`config.mk`:
```
export PLATFORM = sky130hd
export DESIGN_NAME = uart_cmd_responder
export DESIGN_NICKNAME = d
export VERILOG_FILES = /design/src/rtl/uart_cmd_pkg.sv /design/src/rtl/uart_timeout_counter.sv /design/src/rtl/uart_cmd_responder.sv
export SDC_FILE = /design/constraint.sdc
export NUM_CORES = 1
export LEC_CHECK = 0
export BUFFER_PORTS_ARGS = -buffer_cell sky130_fd_sc_hd__buf_2
export CORE_ASPECT_RATIO = 0.7
export CORE_UTILIZATION = 45
export CTS_CLUSTER_DIAMETER = 100
export DETAILED_ROUTE_END_ITERATION = 8
export PLACE_DENSITY = 0.66
export SKIP_LAST_GASP = 1
export SLEW_MARGIN = 10
export SYNTH_ARGS = -nofsm -noshare
export SYNTH_HDL_FRONTEND = slang
export SYNTH_SLANG_ARGS = --single-unit
export TNS_END_PERCENT = 10
```
`constraint.sdc`:
```
create_clock -name i_Clock -period 5.75 [get_ports i_Clock]
set_input_delay 0.2875 -clock i_Clock [delete_from_list [all_inputs] [get_ports i_Clock]]
set_output_delay 0.2875 -clock i_Clock [all_outputs]
set_load 0.05 [all_outputs]
```
`src/rtl/uart_cmd_pkg.sv`:
```
// Shared constants and state encoding for the UART command responder.
package uart_cmd_pkg;

  localparam logic [7:0] CmdStatus = 8'h00;
  localparam logic [7:0] CmdTemp   = 8'h01;
  localparam logic [7:0] CmdHum    = 8'h02;

  localparam logic [7:0] RspOk        = 8'h00;
  localparam logic [7:0] RspHum       = 8'h08;
  localparam logic [7:0] RspTemp      = 8'h09;
  localparam logic [7:0] RspSensorErr = 8'h1F;
  localparam logic [7:0] RspBadAddr   = 8'hDF;
  localparam logic [7:0] RspBadCmd    = 8'hFF;

  localparam logic [7:0] MaxAddr = 8'h1F;

  // Encoding is exported on o_State for LED debug, so values are pinned.
  typedef enum logic [2:0] {
    StIdle      = 3'd0,
    StGetAddr   = 3'd1,
    StReqSensor = 3'd2,
    StSendCode  = 3'd3,
    StWaitCode  = 3'd4,
    StSendData  = 3'd5,
    StWaitData  = 3'd6
  } state_e;

endpackage

```
`src/rtl/uart_timeout_counter.sv`:
```
// Saturating phase timer: counts enabled cycles since the last clear and
// pulses expired_o once, on the limit_i-th enabled cycle.
module uart_timeout_counter #(
  parameter int unsigned Width = 8
) (
  input  logic             clk_i,
  input  logic             rst_ni,
  input  logic             clear_i,
  input  logic             enable_i,
  input  logic [Width-1:0] limit_i,
  output logic             expired_o
);

  logic [Width-1:0] count_q, count_d;

  always_comb begin
    count_d = count_q;
    if (clear_i) begin
      count_d = '0;
    end else if (enable_i && (count_q != limit_i)) begin
      count_d = count_q + Width'(1);
    end
  end

  // Once saturated at limit_i the compare below can no longer match.
  assign expired_o = enable_i && (count_q == (limit_i - Width'(1)));

  always_ff @(posedge clk_i or negedge rst_ni) begin
    if (!rst_ni) begin
      count_q <= '0;
    end else begin
      count_q <= count_d;
    end
  end

endmodule

```
`src/rtl/uart_cmd_responder.sv`:
```
// Answers 2-byte UART requests (command, sensor address) with a 2-byte
// response (code, data) after fetching one reading from the sensor front-end.
module uart_cmd_responder #(
  parameter int unsigned CLKS_PER_BIT        = 5208,
  parameter int unsigned BYTE_TIMEOUT_CLKS   = 20 * CLKS_PER_BIT,
  parameter int unsigned SENSOR_TIMEOUT_CLKS = 50_000_000
) (
  input  logic        i_Clock,
  input  logic        i_Rst_n,
  input  logic        i_Rx_DV,
  input  logic [7:0]  i_Rx_Byte,
  input  logic        i_Tx_Active,
  input  logic        i_Tx_Done,
  output logic        o_Tx_DV,
  output logic [7:0]  o_Tx_Byte,
  output logic        o_Sensor_Req,
  output logic [4:0]  o_Sensor_Addr,
  input  logic        i_Sensor_Ack,
  input  logic [15:0] i_Sensor_Data,
  input  logic        i_Sensor_Err,
  output logic        o_Busy,
  output logic [2:0]  o_State
);

  import uart_cmd_pkg::*;

  localparam int unsigned MaxTimeout = (BYTE_TIMEOUT_CLKS > SENSOR_TIMEOUT_CLKS) ?
                                       BYTE_TIMEOUT_CLKS : SENSOR_TIMEOUT_CLKS;
  localparam int unsigned TimerWidth = $clog2(MaxTimeout + 1);

  state_e           state_q, state_d;
  logic [7:0]       cmd_q, cmd_d;
  logic [4:0]       addr_q, addr_d;
  logic [7:0]       code_q, code_d;
  logic [7:0]       data_q, data_d;
  logic [7:0]       tx_byte_q, tx_byte_d;
  logic             tx_dv_q, tx_dv_d;

  logic                  timer_en;
  logic                  timer_clr;
  logic                  timer_expired;
  logic [TimerWidth-1:0] timer_limit;

  // One timer serves both waiting phases; it restarts on every state change.
  assign timer_en    = (state_q == StGetAddr) || (state_q == StReqSensor);
  assign timer_clr   = (state_d != state_q);
  assign timer_limit = (state_q == StReqSensor) ? TimerWidth'(SENSOR_TIMEOUT_CLKS)
                                                : TimerWidth'(BYTE_TIMEOUT_CLKS);

  uart_timeout_counter #(
    .Width(TimerWidth)
  ) u_timeout (
    .clk_i    (i_Clock),
    .rst_ni   (i_Rst_n),
    .clear_i  (timer_clr),
    .enable_i (timer_en),
    .limit_i  (timer_limit),
    .expired_o(timer_expired)
  );

  always_comb begin
    state_d   = state_q;
    cmd_d     = cmd_q;
    addr_d    = addr_q;
    code_d    = code_q;
    data_d    = data_q;
    tx_dv_d   = 1'b0;
    tx_byte_d = tx_byte_q;

    unique case (state_q)
      StIdle: begin
        if (i_Rx_DV) begin
          cmd_d   = i_Rx_Byte;
          state_d = StGetAddr;
        end
      end
      StGetAddr: begin
        if (i_Rx_DV) begin
          addr_d = i_Rx_Byte[4:0];
          if (cmd_q > CmdHum) begin
            code_d  = RspBadCmd;
            data_d  = 8'h00;
            state_d = StSendCode;
          end else if (i_Rx_Byte > MaxAddr) begin
            code_d  = RspBadAddr;
            data_d  = 8'h00;
            state_d = StSendCode;
          end else begin
            state_d = StReqSensor;
          end
        end else if (timer_expired) begin
          state_d = StIdle;
        end
      end
      StReqSensor: begin
        // Ack is tested first so it wins over a coincident timeout.
        if (i_Sensor_Ack) begin
          state_d = StSendCode;
          data_d  = 8'h00;
          if (i_Sensor_Err) begin
            code_d = RspSensorErr;
          end else begin
            case (cmd_q)
              CmdStatus: code_d = RspOk;
              CmdTemp: begin
                code_d = RspTemp;
                data_d = i_Sensor_Data[7:0];
              end
              default: begin
                code_d = RspHum;
                data_d = i_Sensor_Data[15:8];
              end
            endcase
          end
        end else if (timer_expired) begin
          code_d  = RspSensorErr;
          data_d  = 8'h00;
          state_d = StSendCode;
        end
      end
      StSendCode: begin
        if (!i_Tx_Active) begin
          tx_dv_d   = 1'b1;
          tx_byte_d = code_q;
          state_d   = StWaitCode;
        end
      end
      StWaitCode: begin
        if (i_Tx_Done) state_d = StSendData;
      end
      StSendData: begin
        if (!i_Tx_Active) begin
          tx_dv_d   = 1'b1;
          tx_byte_d = data_q;
          state_d   = StWaitData;
        end
      end
      StWaitData: begin
        if (i_Tx_Done) state_d = StIdle;
      end
      default: state_d = StIdle;
    endcase
  end

  always_ff @(posedge i_Clock or negedge i_Rst_n) begin
    if (!i_Rst_n) begin
      state_q   <= StIdle;
      cmd_q     <= 8'h00;
      addr_q    <= 5'h00;
      code_q    <= 8'h00;
      data_q    <= 8'h00;
      tx_dv_q   <= 1'b0;
      tx_byte_q <= 8'h00;
    end else begin
      state_q   <= state_d;
      cmd_q     <= cmd_d;
      addr_q    <= addr_d;
      code_q    <= code_d;
      data_q    <= data_d;
      tx_dv_q   <= tx_dv_d;
      tx_byte_q <= tx_byte_d;
    end
  end

  assign o_Tx_DV       = tx_dv_q;
  assign o_Tx_Byte     = tx_byte_q;
  assign o_Sensor_Req  = (state_q == StReqSensor);
  assign o_Sensor_Addr = addr_q;
  assign o_Busy        = (state_q != StIdle);
  assign o_State       = state_q;

endmodule
```
==> out/results.tsv <==
stage	metric	value	unit
clock_network	cts_buffers	9	
clock_network	cts_hold_buf	0	
min_path	hold_path_class	in2async	
critical_path	arrival	3.40	ns
floorplan	core_area	6850	um^2
layout	syn2layout_area_growth	16.7	%
critical_path	required	5.93	ns
run	maxCapViolCount	0	
yosys	synthArstFlopShare	1.00	
grt	grt_pass1_wl	11200	um
yosys	synth_area_leaders	dfrtp_1 49%, xor2_1 5.4%, mux2_2 4.9%, nor2_1 4.6%, a21oi_1 3.4%	
timing	fin_crit	3.22	ns
yosys	syn_nets	363	
layout	nNetsFinal	411	
clock_network	cts_buffer_depth	2	
layout	drive_gt1_frac	0.225	
drt	routedWlPerCell	14.1	um
floorplan	die_x	104	um
timing	relSlewSlack	0.263	
yosys	syn_inst	330	
grt	antenna_found_initial	0	
clock_network	cts_sinks	64	
run_status	status	complete, no violations	
placement	place.gp.congestion	0.779	
timing	period_share	0.560	
yosys	yosys_warnings	0	
floorplan	pin_count	50	
yosys	synth.most_common_cell	dfrtp_1	
timing	hold_viol	0	
critical_path	reg2reg_depth	6	
yosys	yosysTopAreaCellShare	0.493	
pwr	p_total	1900	uW
critical_path	critPathKind	reg2reg	
grt	grt_max_degree	65	
grt	globalRoute.totalOverflow	0	
layout	fin_cells	477	
timing	slew_violations	0	
critical_path	path_max_fanout	26	
clock_network	cts_root_buffer	clkbuf_8	
critical_path	crit_path_start_kind	flip-flop	
yosys	avgSynthCellArea	9.84	um^2
critical_path	reg2reg_setup_slack	2.53	ns
drt	drt.antenna.violating_nets	0	
clock_network	htreeDepth	3	
pwr	p_leak	0.00174	uW
drt	routed_wl	6740	um
drt	drt-pass1-iter-count	5	
drt	route.detailed.drc	0	
yosys	synth_seq_area_share	0.493	
critical_path	worstReg2RegStart	o_State[2]	
yosys	synthDistinctLibCells	45	
clock_network	cts-resized-gates	0	
layout	finalInstanceArea	3790	um^2
critical_path	worstSetupEndpointType	flip-flop	
timing	rsz0062_at_grt	no	
yosys	synth_commonest_cells	64 x dfrtp_1, 40 x nor2_1, 27 x nand2_1	
clock_network	cts_setup_buffers	0	
pwr	p_per_area	502	nW/um^2
floorplan	fp.dieH	73.1	um
clock_network	clk_latency	0.34	ns
placement	dp_cells	461	
pwr	max-vdd-ir-drop	257	uV
timing	setup_violations	0	
drt	via_per_inst	5.25	
timing	fmax	310	MHz
floorplan	num_rows	25	
critical_path	r2r_end	u_timeout.count_q[13]	
placement	dp_hpwl	4730	um
yosys	yosys.area.top_type	dfrtp_1	
grt	first_global_vias	2215	
drt	dr.first_iter.drc_count	106	
layout	antenna_cells	0	
yosys	synth_edf_count	0	
timing	worst_pin_slew	1.10	ns
placement	io_buffers	49	
placement	place_area	3550	um^2
floorplan	start_util	0.474	
yosys	synthFlopType	dfrtp_1	
clock_network	clkTransAtPathRegs	0.07	ns
clock_network	tritoncts	done	
layout	num-fill-cells	632	
floorplan	die_area	7560	um^2
yosys	ys_ff_latch	64	
drt	vias	2504	
timing	skew	0.00576	ns
yosys	synth_area	3250	um^2
grt	grt_use_total	0.192	
timing	setup_tns	0	ns
-- registers in the layout, summed over array words and instances (netlist names) --
register           flops
data_q                 8
o_Tx_Byte              8
cmd_q                  8
code_q                 5
u_timeout.count_q     26
o_State                3
o_Sensor_Addr          5
o_Tx_DV                1
-- metal layers --
layer / global-route usage / share of wire
met5: 0 / 0
met2: 0.255 / 0.40
met3: 0.0643 / 0.046
met4: 0.0531 / 0.0091
met1: 0.292 / 0.55
-- where the power goes --
group / leakage (uW) / total (uW) / switching (uW) / internal (uW)
registers: 0.000825 / 692 / 109 / 584
logic: 0.000801 / 755 / 513 / 242
clock network: 0.000116 / 453 / 167 / 286
total: 0.00174 / 1900 / 788 / 1110
-- cell families after synthesis --
| family | after synthesis | synth area share |
|---|---|---|
| flops | 64 | 0.493 |
| fa+ha+maj | 2 | 0.00771 |
| mux | 17 | 0.0578 |
| buf+inv | 25 | 0.0351 |
| compound gates | 55 | 0.101 |
| simple gates | 140 | 0.232 |
| xor+xnor | 27 | 0.0729 |
-- worst max-delay path: stages (launching register included) --
cell and delay, ns:
dfrtp_1 0.55, or3b_4 0.50, nor4_4 0.32, or4b_1 0.49, and3_4 0.18, a211oi_4 0.87, nor2_1 0.12
-- layout make-up --
| type | count | area (um^2) | area share |
|---|---|---|---|
| clock buffers | 10 | 128 | 0.0337 |
| flip-flops and latches | 64 | 1600 | 0.423 |
| well taps | 94 | 118 | 0.0311 |
| inverters | 11 | 42.5 | 0.0112 |
| repair buffers | 51 | 260 | 0.0687 |
| clock inverters | 6 | 108 | 0.0284 |
| multi-input cells | 241 | 1530 | 0.404 |
-- stage by stage --
stage / hold slack [ns] / utilization / worst slack (ns)
after floorplan: -0.00809 / - / 2.93
after global placement: 0.456 / 0.519 / 2.59
after detailed placement: 0.467 / 0.519 / 2.49
after CTS: 0.143 / 0.553 / 2.48
after global routing: 0.171 / 0.553 / 2.30
final: 0.101 / 0.553 / 2.53
-- cell usage in the layout (no fill, tap or decap), types with 9 or more instances in the layout --
cell type  Yosys  final
a21oi_1       22     22
and3_1         9      9
buf_2          3     49
clkbuf_8       0      9
dfrtp_1       64     64
inv_1         10     10
mux2_2        14     14
nand2_1       27     27
nand3_1       12     12
nor2_1        40     40
o21ai_0       19     19
xor2_1        20     20
-- worst max-delay path by stage --
| stage | start | end | slack (ns) | cells after the start |
|---|---|---|---|---|
| after floorplan | o_State[1] | u_timeout.count_q[0] | 2.93 | 8 |
| after global placement | o_State[2] | u_timeout.count_q[1] | 2.59 | 6 |
| after detailed placement | o_State[2] | u_timeout.count_q[2] | 2.49 | 6 |
| after CTS | o_State[2] | u_timeout.count_q[13] | 2.48 | 6 |
| after global routing | o_State[2] | u_timeout.count_q[12] | 2.30 | 6 |
| final | o_State[2] | u_timeout.count_q[13] | 2.53 | 6 |
(Power assumes the default switching activity.)
